[config.mk]
export PLATFORM = sky130hd
export DESIGN_NAME = gesture_sequencer
export DESIGN_NICKNAME = d
export VERILOG_FILES = /design/src/rtl/gesture_sequencer.sv
export SDC_FILE = /design/constraint.sdc
export NUM_CORES = 1
export LEC_CHECK = 0
export BUFFER_PORTS_ARGS = -buffer_cell sky130_fd_sc_hd__buf_2
export CAP_MARGIN = 20
export CELL_PAD_IN_SITES_DETAIL_PLACEMENT = 0
export CELL_PAD_IN_SITES_GLOBAL_PLACEMENT = 1
export CORE_MARGIN = 2
export CORE_UTILIZATION = 35
export DETAILED_ROUTE_END_ITERATION = 10
export PLACE_DENSITY_LB_ADDON = 0.1
export SETUP_SLACK_MARGIN = 0.3
export SLEW_MARGIN = 20
export SYNTH_ARGS = -nofsm -noshare
export SYNTH_HDL_FRONTEND = slang
export SYNTH_SLANG_ARGS = --single-unit
[constraint.sdc]
create_clock -name clk -period 3.13 [get_ports clk]
set_input_delay 0.626 -clock clk [delete_from_list [all_inputs] [get_ports clk]]
set_output_delay 0.626 -clock clk [all_outputs]
set_load 0.05 [all_outputs]
[src/rtl/gesture_sequencer.sv]
// Gesture command queue and servo pose sequencer: pops queued finger masks,
// slews each channel's pulse width toward open/closed at a fixed rate, then dwells.
module gesture_sequencer #(
    parameter int CHANNELS    = 8,
    parameter int FIFO_DEPTH  = 4,
    parameter int POS_W       = 11,
    parameter int POS_OPEN    = 1000,
    parameter int POS_CLOSED  = 2000,
    parameter int STEP        = 10,
    parameter int TICK_DIV    = 50000,
    parameter int DWELL_TICKS = 500
) (
    input  logic                          clk,
    input  logic                          reset,
    input  logic [CHANNELS-1:0]           gesture_in,
    input  logic                          home,
    output logic [CHANNELS*POS_W-1:0]     pos_flat,
    output logic                          busy,
    output logic [$clog2(FIFO_DEPTH):0]   fifo_count,
    output logic                          fifo_full,
    output logic                          overflow
);

    localparam int AW = $clog2(FIFO_DEPTH);
    localparam int TW = (TICK_DIV > 1) ? $clog2(TICK_DIV) : 1;
    localparam int DW = (DWELL_TICKS > 0) ? $clog2(DWELL_TICKS + 1) : 1;

    localparam logic [TW-1:0]    TICK_LAST  = TW'(TICK_DIV - 1);
    localparam logic [DW-1:0]    DWELL_LAST = DW'(DWELL_TICKS);
    localparam logic [AW:0]      COUNT_FULL = (AW + 1)'(FIFO_DEPTH);
    localparam logic [POS_W-1:0] P_OPEN     = POS_W'(POS_OPEN);
    localparam logic [POS_W-1:0] P_CLOSED   = POS_W'(POS_CLOSED);
    localparam logic [POS_W-1:0] P_STEP     = POS_W'(STEP);

    typedef enum logic [1:0] {
        ST_IDLE,
        ST_RAMP,
        ST_DWELL
    } state_t;

    state_t              r_state;
    state_t              w_nextState;

    logic [TW-1:0]       r_tickCnt;
    logic                w_tick;

    logic [CHANNELS-1:0] r_fifoMem [FIFO_DEPTH];
    logic [AW-1:0]       r_wrPtr;
    logic [AW-1:0]       r_rdPtr;
    logic [AW:0]         r_count;
    logic                r_overflow;
    logic                w_empty;
    logic                w_full;
    logic                w_gestValid;
    logic                w_pop;
    logic                w_push;
    logic                w_drop;
    logic [CHANNELS-1:0] w_head;

    logic [POS_W-1:0]    r_pos     [CHANNELS];
    logic [POS_W-1:0]    r_target  [CHANNELS];
    logic [POS_W-1:0]    w_posNext [CHANNELS];
    logic [CHANNELS-1:0] w_reached;
    logic                w_allReached;
    logic [DW-1:0]       r_dwellCnt;

    assign w_tick = (r_tickCnt == TICK_LAST);

    always_ff @(posedge clk) begin
        if (reset) begin
            r_tickCnt <= '0;
        end else if (w_tick) begin
            r_tickCnt <= '0;
        end else begin
            r_tickCnt <= r_tickCnt + 1'b1;
        end
    end

    // home outranks both queue operations; a pop frees a slot for a same-cycle push
    assign w_empty     = (r_count == '0);
    assign w_full      = (r_count == COUNT_FULL);
    assign w_gestValid = |gesture_in;
    assign w_pop       = (r_state == ST_IDLE) && !w_empty && !home;
    assign w_push      = w_gestValid && !home && (!w_full || w_pop);
    assign w_drop      = w_gestValid && !home && w_full && !w_pop;
    assign w_head      = r_fifoMem[r_rdPtr];

    always_ff @(posedge clk) begin
        if (w_push) begin
            r_fifoMem[r_wrPtr] <= gesture_in;
        end
    end

    always_ff @(posedge clk) begin
        if (reset) begin
            r_wrPtr    <= '0;
            r_rdPtr    <= '0;
            r_count    <= '0;
            r_overflow <= 1'b0;
        end else begin
            r_overflow <= w_drop;
            if (home) begin
                r_wrPtr <= '0;
                r_rdPtr <= '0;
                r_count <= '0;
            end else begin
                if (w_push) begin
                    r_wrPtr <= r_wrPtr + 1'b1;
                end
                if (w_pop) begin
                    r_rdPtr <= r_rdPtr + 1'b1;
                end
                if (w_push && !w_pop) begin
                    r_count <= r_count + 1'b1;
                end else if (w_pop && !w_push) begin
                    r_count <= r_count - 1'b1;
                end
            end
        end
    end

    // Clamp each move to the remaining distance so no channel overshoots its target
    always_comb begin
        for (int ch = 0; ch < CHANNELS; ch++) begin
            w_posNext[ch] = r_pos[ch];
            w_reached[ch] = (r_pos[ch] == r_target[ch]);
            if (r_pos[ch] < r_target[ch]) begin
                if ((r_target[ch] - r_pos[ch]) > P_STEP) begin
                    w_posNext[ch] = r_pos[ch] + P_STEP;
                end else begin
                    w_posNext[ch] = r_target[ch];
                end
            end else if (r_pos[ch] > r_target[ch]) begin
                if ((r_pos[ch] - r_target[ch]) > P_STEP) begin
                    w_posNext[ch] = r_pos[ch] - P_STEP;
                end else begin
                    w_posNext[ch] = r_target[ch];
                end
            end
        end
    end

    assign w_allReached = &w_reached;

    always_ff @(posedge clk) begin
        if (reset) begin
            r_state <= ST_IDLE;
        end else begin
            r_state <= w_nextState;
        end
    end

    always_comb begin
        w_nextState = r_state;
        unique case (r_state)
            ST_IDLE: begin
                if (!w_empty) begin
                    w_nextState = ST_RAMP;
                end
            end
            ST_RAMP: begin
                if (w_allReached) begin
                    w_nextState = ST_DWELL;
                end
            end
            ST_DWELL: begin
                if (r_dwellCnt == DWELL_LAST) begin
                    w_nextState = ST_IDLE;
                end
            end
            default: w_nextState = ST_IDLE;
        endcase
        if (home) begin
            w_nextState = ST_RAMP;
        end
    end

    // Dwell count is held at zero throughout RAMP so every DWELL starts fresh
    always_ff @(posedge clk) begin
        if (reset) begin
            r_dwellCnt <= '0;
            for (int ch = 0; ch < CHANNELS; ch++) begin
                r_pos[ch]    <= P_OPEN;
                r_target[ch] <= P_OPEN;
            end
        end else begin
            if (r_state == ST_RAMP) begin
                r_dwellCnt <= '0;
            end else if ((r_state == ST_DWELL) && w_tick && (r_dwellCnt != DWELL_LAST)) begin
                r_dwellCnt <= r_dwellCnt + 1'b1;
            end
            for (int ch = 0; ch < CHANNELS; ch++) begin
                if (home) begin
                    r_target[ch] <= P_OPEN;
                end else if (w_pop) begin
                    r_target[ch] <= w_head[ch] ? P_CLOSED : P_OPEN;
                end
                if ((r_state == ST_RAMP) && w_tick) begin
                    r_pos[ch] <= w_posNext[ch];
                end
            end
        end
    end

    for (genvar g = 0; g < CHANNELS; g++) begin : g_posOut
        assign pos_flat[g*POS_W +: POS_W] = r_pos[g];
    end

    assign busy       = (r_state != ST_IDLE);
    assign fifo_count = r_count;
    assign fifo_full  = w_full;
    assign overflow   = r_overflow;

endmodule

==> flow_summary_export.csv, run 1 <==
group,metric,value,unit
run_status,status,"completed",
drt,finalWirelength,42150,um
finish,final_nets,1822,
critical_path,cp.buffers_inverters,1,
clocking,h-tree-depth,4,
power,power.density,381.5,nW/um^2
synth,syn_avg_cell_area,8.886,um^2
sta,slew_violations,0,
floorplan,die_h,201.0,um
sta,setup_slack,0.2381,ns
sta,slew-limit-headroom,41.02,%
drt,ant_nets,0,
finish,fin_util,44.10,%
critical_path,crit_required,3.41,ns
floorplan,die_w,201.0,um
sta,fin_setup_tns,0,ns
placement,place.gp.congestion,0.8690,
grt,grt_pass1_wl,67740,um
floorplan,die_area,40380,um^2
synth,synth.top_cells.by_area,"edfxtp_1 28%, ha_1 8.1%, dfxtp_1 5.5%",
drt,route.detailed.wl_per_inst,18.77,um
finish,drive_above_1_share,26.58,%
floorplan,start_util,35.30,%
finish,layout.cells.non_filler,2246,
synth,ys.flop_type,"edfxtp_1",
critical_path,critPathMaxStageDelay,0.53,ns
grt,grt_usage,20.78,%
power,power_frac_clock,31.8,%
synth,synth_cells,1528,
drt,route.vias.total,12610,
grt,grt_overflow,0,
critical_path,cp_max_fo,5,
synth,synthArstFlopShare,0,%
critical_path,rrSetupSlack,0.24,ns
placement,io_buffers,96,
clocking,cts_tree,"yes",
synth,synth_edf_count,128,
power,pwr-share-seq,39.2,%
critical_path,start_kind,"flop",
clocking,clkSlewWorstSetupHoldPaths,0.08,ns
sta,grt_setup_unrepaired,"yes",
sta,setup_viol,0,
clocking,clkSinkCount,165,
sta,max_slew.worst_pin.slew,0.8815,ns
finish,mostFrequentLayoutCells,"128 x edfxtp_1, 124 x buf_4, 112 x nor2_1",
floorplan,rows,72,
power,intPower,4208,uW
synth,ys_seq_area_share,33.76,%
clocking,postCtsHoldBufs,0,
synth,synth_seq_cells,165,
synth,ys_types,99,
placement,post-place-ws,0.1366,ns
critical_path,crit_chain,"ha_4, inv_2, fa_2, xor2_1, or4_4, a21oi_4, nor3_1, mux4_2, a211oi_2",
clocking,clockBufferDepth,2,
critical_path,critPathCaptureType,"flop",
drt,drc_errors,0,
job,maxCapViolCount,0,
floorplan,num_io_pins,105,
synth,yosysTopAreaCell,"edfxtp_1",
clocking,cts_root_buf,"clkbuf_16",
critical_path,slowest_stage,"edfxtp_1",
clocking,clk_latency,0.45,ns
critical_path,worstSetupPathType,"flop to flop",
sta,fin_worst_skew,0.01260,ns
drt,vias_per_cell,5.616,
sta,fin_crit_sh,92.39,%
synth,synth_top_area_share,28.31,%
sta,hold_viol_final,0,
drt,first_pass_iters,6,
finish,syn2layout_area_growth,24.94,%
critical_path,cpLargestDelayFamily,"adder cells",
power,irDropWorstVdd,396.9,uV
placement,place_hpwl,31080,um
power,comb_power_share,28.9,%
floorplan,core-area,38470,um^2
drt,drt_iter0_markers,780,
grt,grt_pass1_vias,12300,
sta,max_freq,0.3458,GHz
power,p_sw_share,34.98,%
finish,final_common_cell,"edfxtp_1",
grt,grt_max_degree,28,
grt,grt_antenna_before_repair,2,
clocking,cts_buffers,17,
placement,dp.cells,2157,
worst_hold_path,hold_class,"primary input to flop",
synth,synth_area,13580,um^2
power,p_leak,0.006187,uW
critical_path,crit_arrival,3.17,ns
power,p_total,6471,uW
synth,yosysWarningCount,0,
power,p_switching,2264,uW
sta,finalCriticalPeriod,2.892,ns
through the flow:
stage	area [um^2]	hold WS (ns)
final	16960	0.4081
after global routing	16960	0.3942
after floorplan	14260	0.4176
after detailed placement	15580	0.4376
after global placement	15580	0.4323
after CTS	16300	0.3837
registers in the layout (all words and copies together) (netlist names), named ones only:
name,flops
fifo_count,3
overflow,1
r_dwellCnt,9
r_fifoMem,32
r_pos,80
r_rdPtr,2
r_state,2
r_target,16
r_tickCnt,16
r_wrPtr,2
cell families (layout without fill, tap and decap cells):
group | after synthesis | in the layout | synth area share (%)
AO/OA/AOI/OAI | 415 | 418 | 21.59
multiplexers | 40 | 40 | 3.142
AND/OR/NAND/NOR | 541 | 541 | 21.13
flip-flops | 165 | 165 | 33.76
adder cells (fa/ha/maj) | 97 | 97 | 9.436
buffers and inverters | 185 | 374 | 5.492
XOR/XNOR | 84 | 84 | 5.418
other | 1 | 9 | 0.02762
Yosys cell counts, types with 10 or more instances:
library cell / count
or3_1: 26
o21ai_0: 79
nand3_1: 53
nor2b_1: 25
nand2b_1: 18
mux2i_1: 28
a221o_1: 10
ha_1: 88
nand4_1: 22
and2_1: 11
nand2_1: 100
nor3_1: 56
a211oi_1: 25
or4_1: 10
a31oi_1: 23
nor2_1: 126
o21a_1: 11
edfxtp_1: 128
o221ai_1: 23
nor3b_1: 13
clkbuf_1: 49
xnor2_1: 47
o211ai_1: 16
dfxtp_1: 37
and3_1: 18
a21oi_1: 84
a21o_1: 14
mux2_2: 11
xor2_1: 37
inv_1: 108
nor4_1: 13
a221oi_1: 14
layer usage:
metal,vias to the layer above,GRT usage [%],wire (um)
met1,6161,28.04,19460
met5,-,0,13
li1,6115,-,-
met4,2,6.190,770
met2,282,34.28,20040
met3,53,3.279,1866
layout make-up:
class                      count  area, um^2
sequential                   165        4584
timing repair buffer         230        1550
tap                          518       648.1
antenna                        1       2.502
inverter                     112       429.2
multi-input combinational   1188        9204
clock inverter                13       112.6
fill                        3823       21500
clock buffer                  19       432.9
worst paths after layout:
path | start | end | cells past startpoint
max | r_target[0][5] | r_pos[0][4] | 9
min | gesture_in[3] | r_fifoMem[1][3] | 1
max reg2reg | r_target[0][5] | r_pos[0][4] | 9
min reg2reg | r_tickCnt[0] | r_tickCnt[0] | 1
power groups by stage:
| stage | clock network [uW] | registers [uW] | logic, uW |
|---|---|---|---|
| after detailed placement | 0 | 2590 | 1720 |
| after global routing | 2210 | 2550 | 2050 |
| after CTS | 2110 | 2540 | 1760 |
| after global placement | 0 | 2590 | 1720 |
| after floorplan | 0 | 2710 | 1170 |
| final | 2060 | 2540 | 1870 |
timing repair:
action | in CTS | in global routing
setup buffers | 16 | 37
pin swaps | 11 | 35
resized for setup | 11 | 77
gates cloned | 1 | 2
endpoints found under the setup margin | 25 | 103
No activity file was read; power rests on OpenSTA's default activity.
==> run 2: changes to the inputs <==
--- a/config.mk
+++ b/config.mk
@@ -5,12 +5,14 @@
 export SDC_FILE = /design/constraint.sdc
 export NUM_CORES = 1
 export LEC_CHECK = 0
+export ABC_CLOCK_PERIOD_IN_PS = 3130
 export BUFFER_PORTS_ARGS = -buffer_cell sky130_fd_sc_hd__buf_2
 export CAP_MARGIN = 20
 export CELL_PAD_IN_SITES_DETAIL_PLACEMENT = 0
 export CELL_PAD_IN_SITES_GLOBAL_PLACEMENT = 1
 export CORE_MARGIN = 2
 export CORE_UTILIZATION = 35
+export CTS_BUF_LIST = sky130_fd_sc_hd__clkbuf_4
 export DETAILED_ROUTE_END_ITERATION = 10
 export PLACE_DENSITY_LB_ADDON = 0.1
 export SETUP_SLACK_MARGIN = 0.3
==> run 2 against run 1 <==
Core utilization decreased by 0.43 points. Combinational power increased by 2%. Sequential power hardly changed. Clock skew up 0.011 ns. Clock-buffer cell count did not move. Non-clock buffer count is 14 higher. Critical path depth unchanged. Register-to-register slack got worse by 0.02 ns. Via count rose by 0.21%.
==> flow_summary_export.csv, run 2 (same netlist as run 1, synthesis figures left out) <==
group,metric,value,unit
run_status,status,"completed",
drt,route.vias.total,12640,
drt,first_pass_iters,5,
critical_path,slowest_stage,"edfxtp_1",
grt,grt_max_degree,28,
worst_hold_path,hold_start,"gesture_in[3]",
finish,fin_util,43.67,%
power,p_sw_share,38.10,%
floorplan,num_io_pins,105,
critical_path,critPathCaptureType,"flop",
sta,slew-limit-headroom,42.48,%
finish,top_regs,"r_pos x80, r_fifoMem x32",
grt,grt_pass1_wl,67600,um
finish,multi_input_area,9229,um^2
clocking,clockBufferDepth,2,
clocking,cts_root_buf,"clkbuf_4",
power,comb_power_share,33.4,%
placement,place_hpwl,31080,um
critical_path,crit_required,3.60,ns
worst_hold_path,hold_class,"primary input to flop",
finish,final_common_cell,"buf_4",
clocking,postCtsHoldBufs,0,
finish,drive_above_1_share,27.55,%
finish,final_nets,1837,
finish,mostFrequentLayoutCells,"138 x buf_4, 128 x edfxtp_1, 111 x nor2_1",
job,maxCapViolCount,0,
floorplan,die_w,201.0,um
placement,place.gp.congestion,0.8690,
sta,max_slew.worst_pin.slew,0.8596,ns
sta,finalCriticalPeriod,2.912,ns
power,p_switching,2182,uW
power,power.density,341.0,nW/um^2
grt,grt_antenna_before_repair,3,
power,irDropWorstVdd,205.9,uV
floorplan,start_util,35.30,%
clocking,h-tree-depth,4,
grt,grt_overflow,0,
floorplan,core-area,38470,um^2
grt,grt_usage,20.76,%
floorplan,die_area,40380,um^2
placement,io_buffers,96,
critical_path,start_kind,"flop",
finish,largest_register_ffs,80,
critical_path,cpLargestDelayFamily,"adder cells",
power,intPower,3545,uW
floorplan,die_h,201.0,um
finish,fillers,3854,
sta,max_freq,0.3434,GHz
power,power_frac_clock,22.4,%
finish,top_register,"r_pos",
sta,grt_setup_unrepaired,"yes",
critical_path,r2r-start,"r_target[0][5]",
sta,fin_worst_skew,0.02361,ns
sta,slew_violations,0,
finish,seq_area,4584,um^2
drt,ant_nets,0,
critical_path,worstSetupPathType,"flop to flop",
drt,vias_per_cell,5.588,
grt,grt_pass1_vias,12310,
sta,fin_crit_sh,93.04,%
power,p_total,5727,uW
clocking,cts_tree,"yes",
critical_path,cp.buffers_inverters,1,
power,pwr-share-seq,44.2,%
critical_path,rrSetupSlack,0.22,ns
clocking,clkSinkCount,165,
clocking,clk_latency,0.64,ns
critical_path,cp_max_fo,5,
power,p_leak,0.006149,uW
critical_path,crit_chain,"ha_4, inv_2, fa_2, xor2_1, or4_4, a21oi_4, nor3_1, mux4_2, a211oi_2",
drt,drt_iter0_markers,705,
drt,finalWirelength,42480,um
finish,syn2layout_area_growth,23.71,%
drt,drc_errors,0,
sta,setup_slack,0.2179,ns
drt,route.detailed.wl_per_inst,18.78,um
sta,setup_viol,0,
clocking,cts_buffers,17,
critical_path,crit_arrival,3.38,ns
critical_path,critPathMaxStageDelay,0.55,ns
sta,hold_viol_final,0,
clocking,clkSlewWorstSetupHoldPaths,0.17,ns
critical_path,crit_start,"r_target[0][5]",
placement,post-place-ws,0.1366,ns
floorplan,rows,72,
[run 2: power by group through the flow]
| stage | Combinational, uW | Clock (uW) | Sequential [uW] |
|---|---|---|---|
| 2_1_floorplan | 1170 | 0 | 2710 |
| 3_3_place_gp | 1720 | 0 | 2590 |
| 3_5_place_dp | 1720 | 0 | 2590 |
| 4_1_cts | 1760 | 1330 | 2540 |
| 5_1_grt | 2090 | 1420 | 2550 |
| 6_report | 1910 | 1280 | 2530 |
[run 2: layout make-up]
class	count	share of cell area, %
antenna	2	0.02980
tap	518	3.858
inverter	112	2.555
timing repair buffer	244	9.803
multi-input combinational	1189	54.94
clock buffer	19	0.8492
clock inverter	13	0.6704
sequential	165	27.29
[run 2: final timing paths]
path                                         to  depth (start not counted)
worst max-delay path                r_pos[0][4]                          9
worst min-delay path            r_fifoMem[1][3]                          1
worst max register to register      r_pos[0][4]                          9
worst min register to register     r_tickCnt[0]                          1
[run 2: through the flow]
stage               std cells  hold WS, ns  setup TNS, ns  instance area, um^2
floorplan                1535       0.4176       -0.08873                14260
global placement         2157       0.4323              0                15580
detailed placement       2157       0.4376              0                15580
CTS                      2211       0.1559              0                16060
global route             2261       0.1500              0                16790
finish                   2262       0.2149              0                16800
[run 2: what timing repair did]
item | in CTS | in global routing
pin swaps | 14 | 31
gates cloned | 1 | 3
endpoints found under the setup margin | 30 | 101
setup buffers | 21 | 46
resized for setup | 14 | 76
[run 2: routing by layer]
layer | global-route usage, % | up-vias | wire length [um]
met2 | 34.58 | 268 | 20240
met1 | 27.77 | 6177 | 19720
met4 | 5.423 | 2 | 800
met5 | 0 | - | 9
met3 | 3.653 | 53 | 1711
li1 | - | 6140 | -
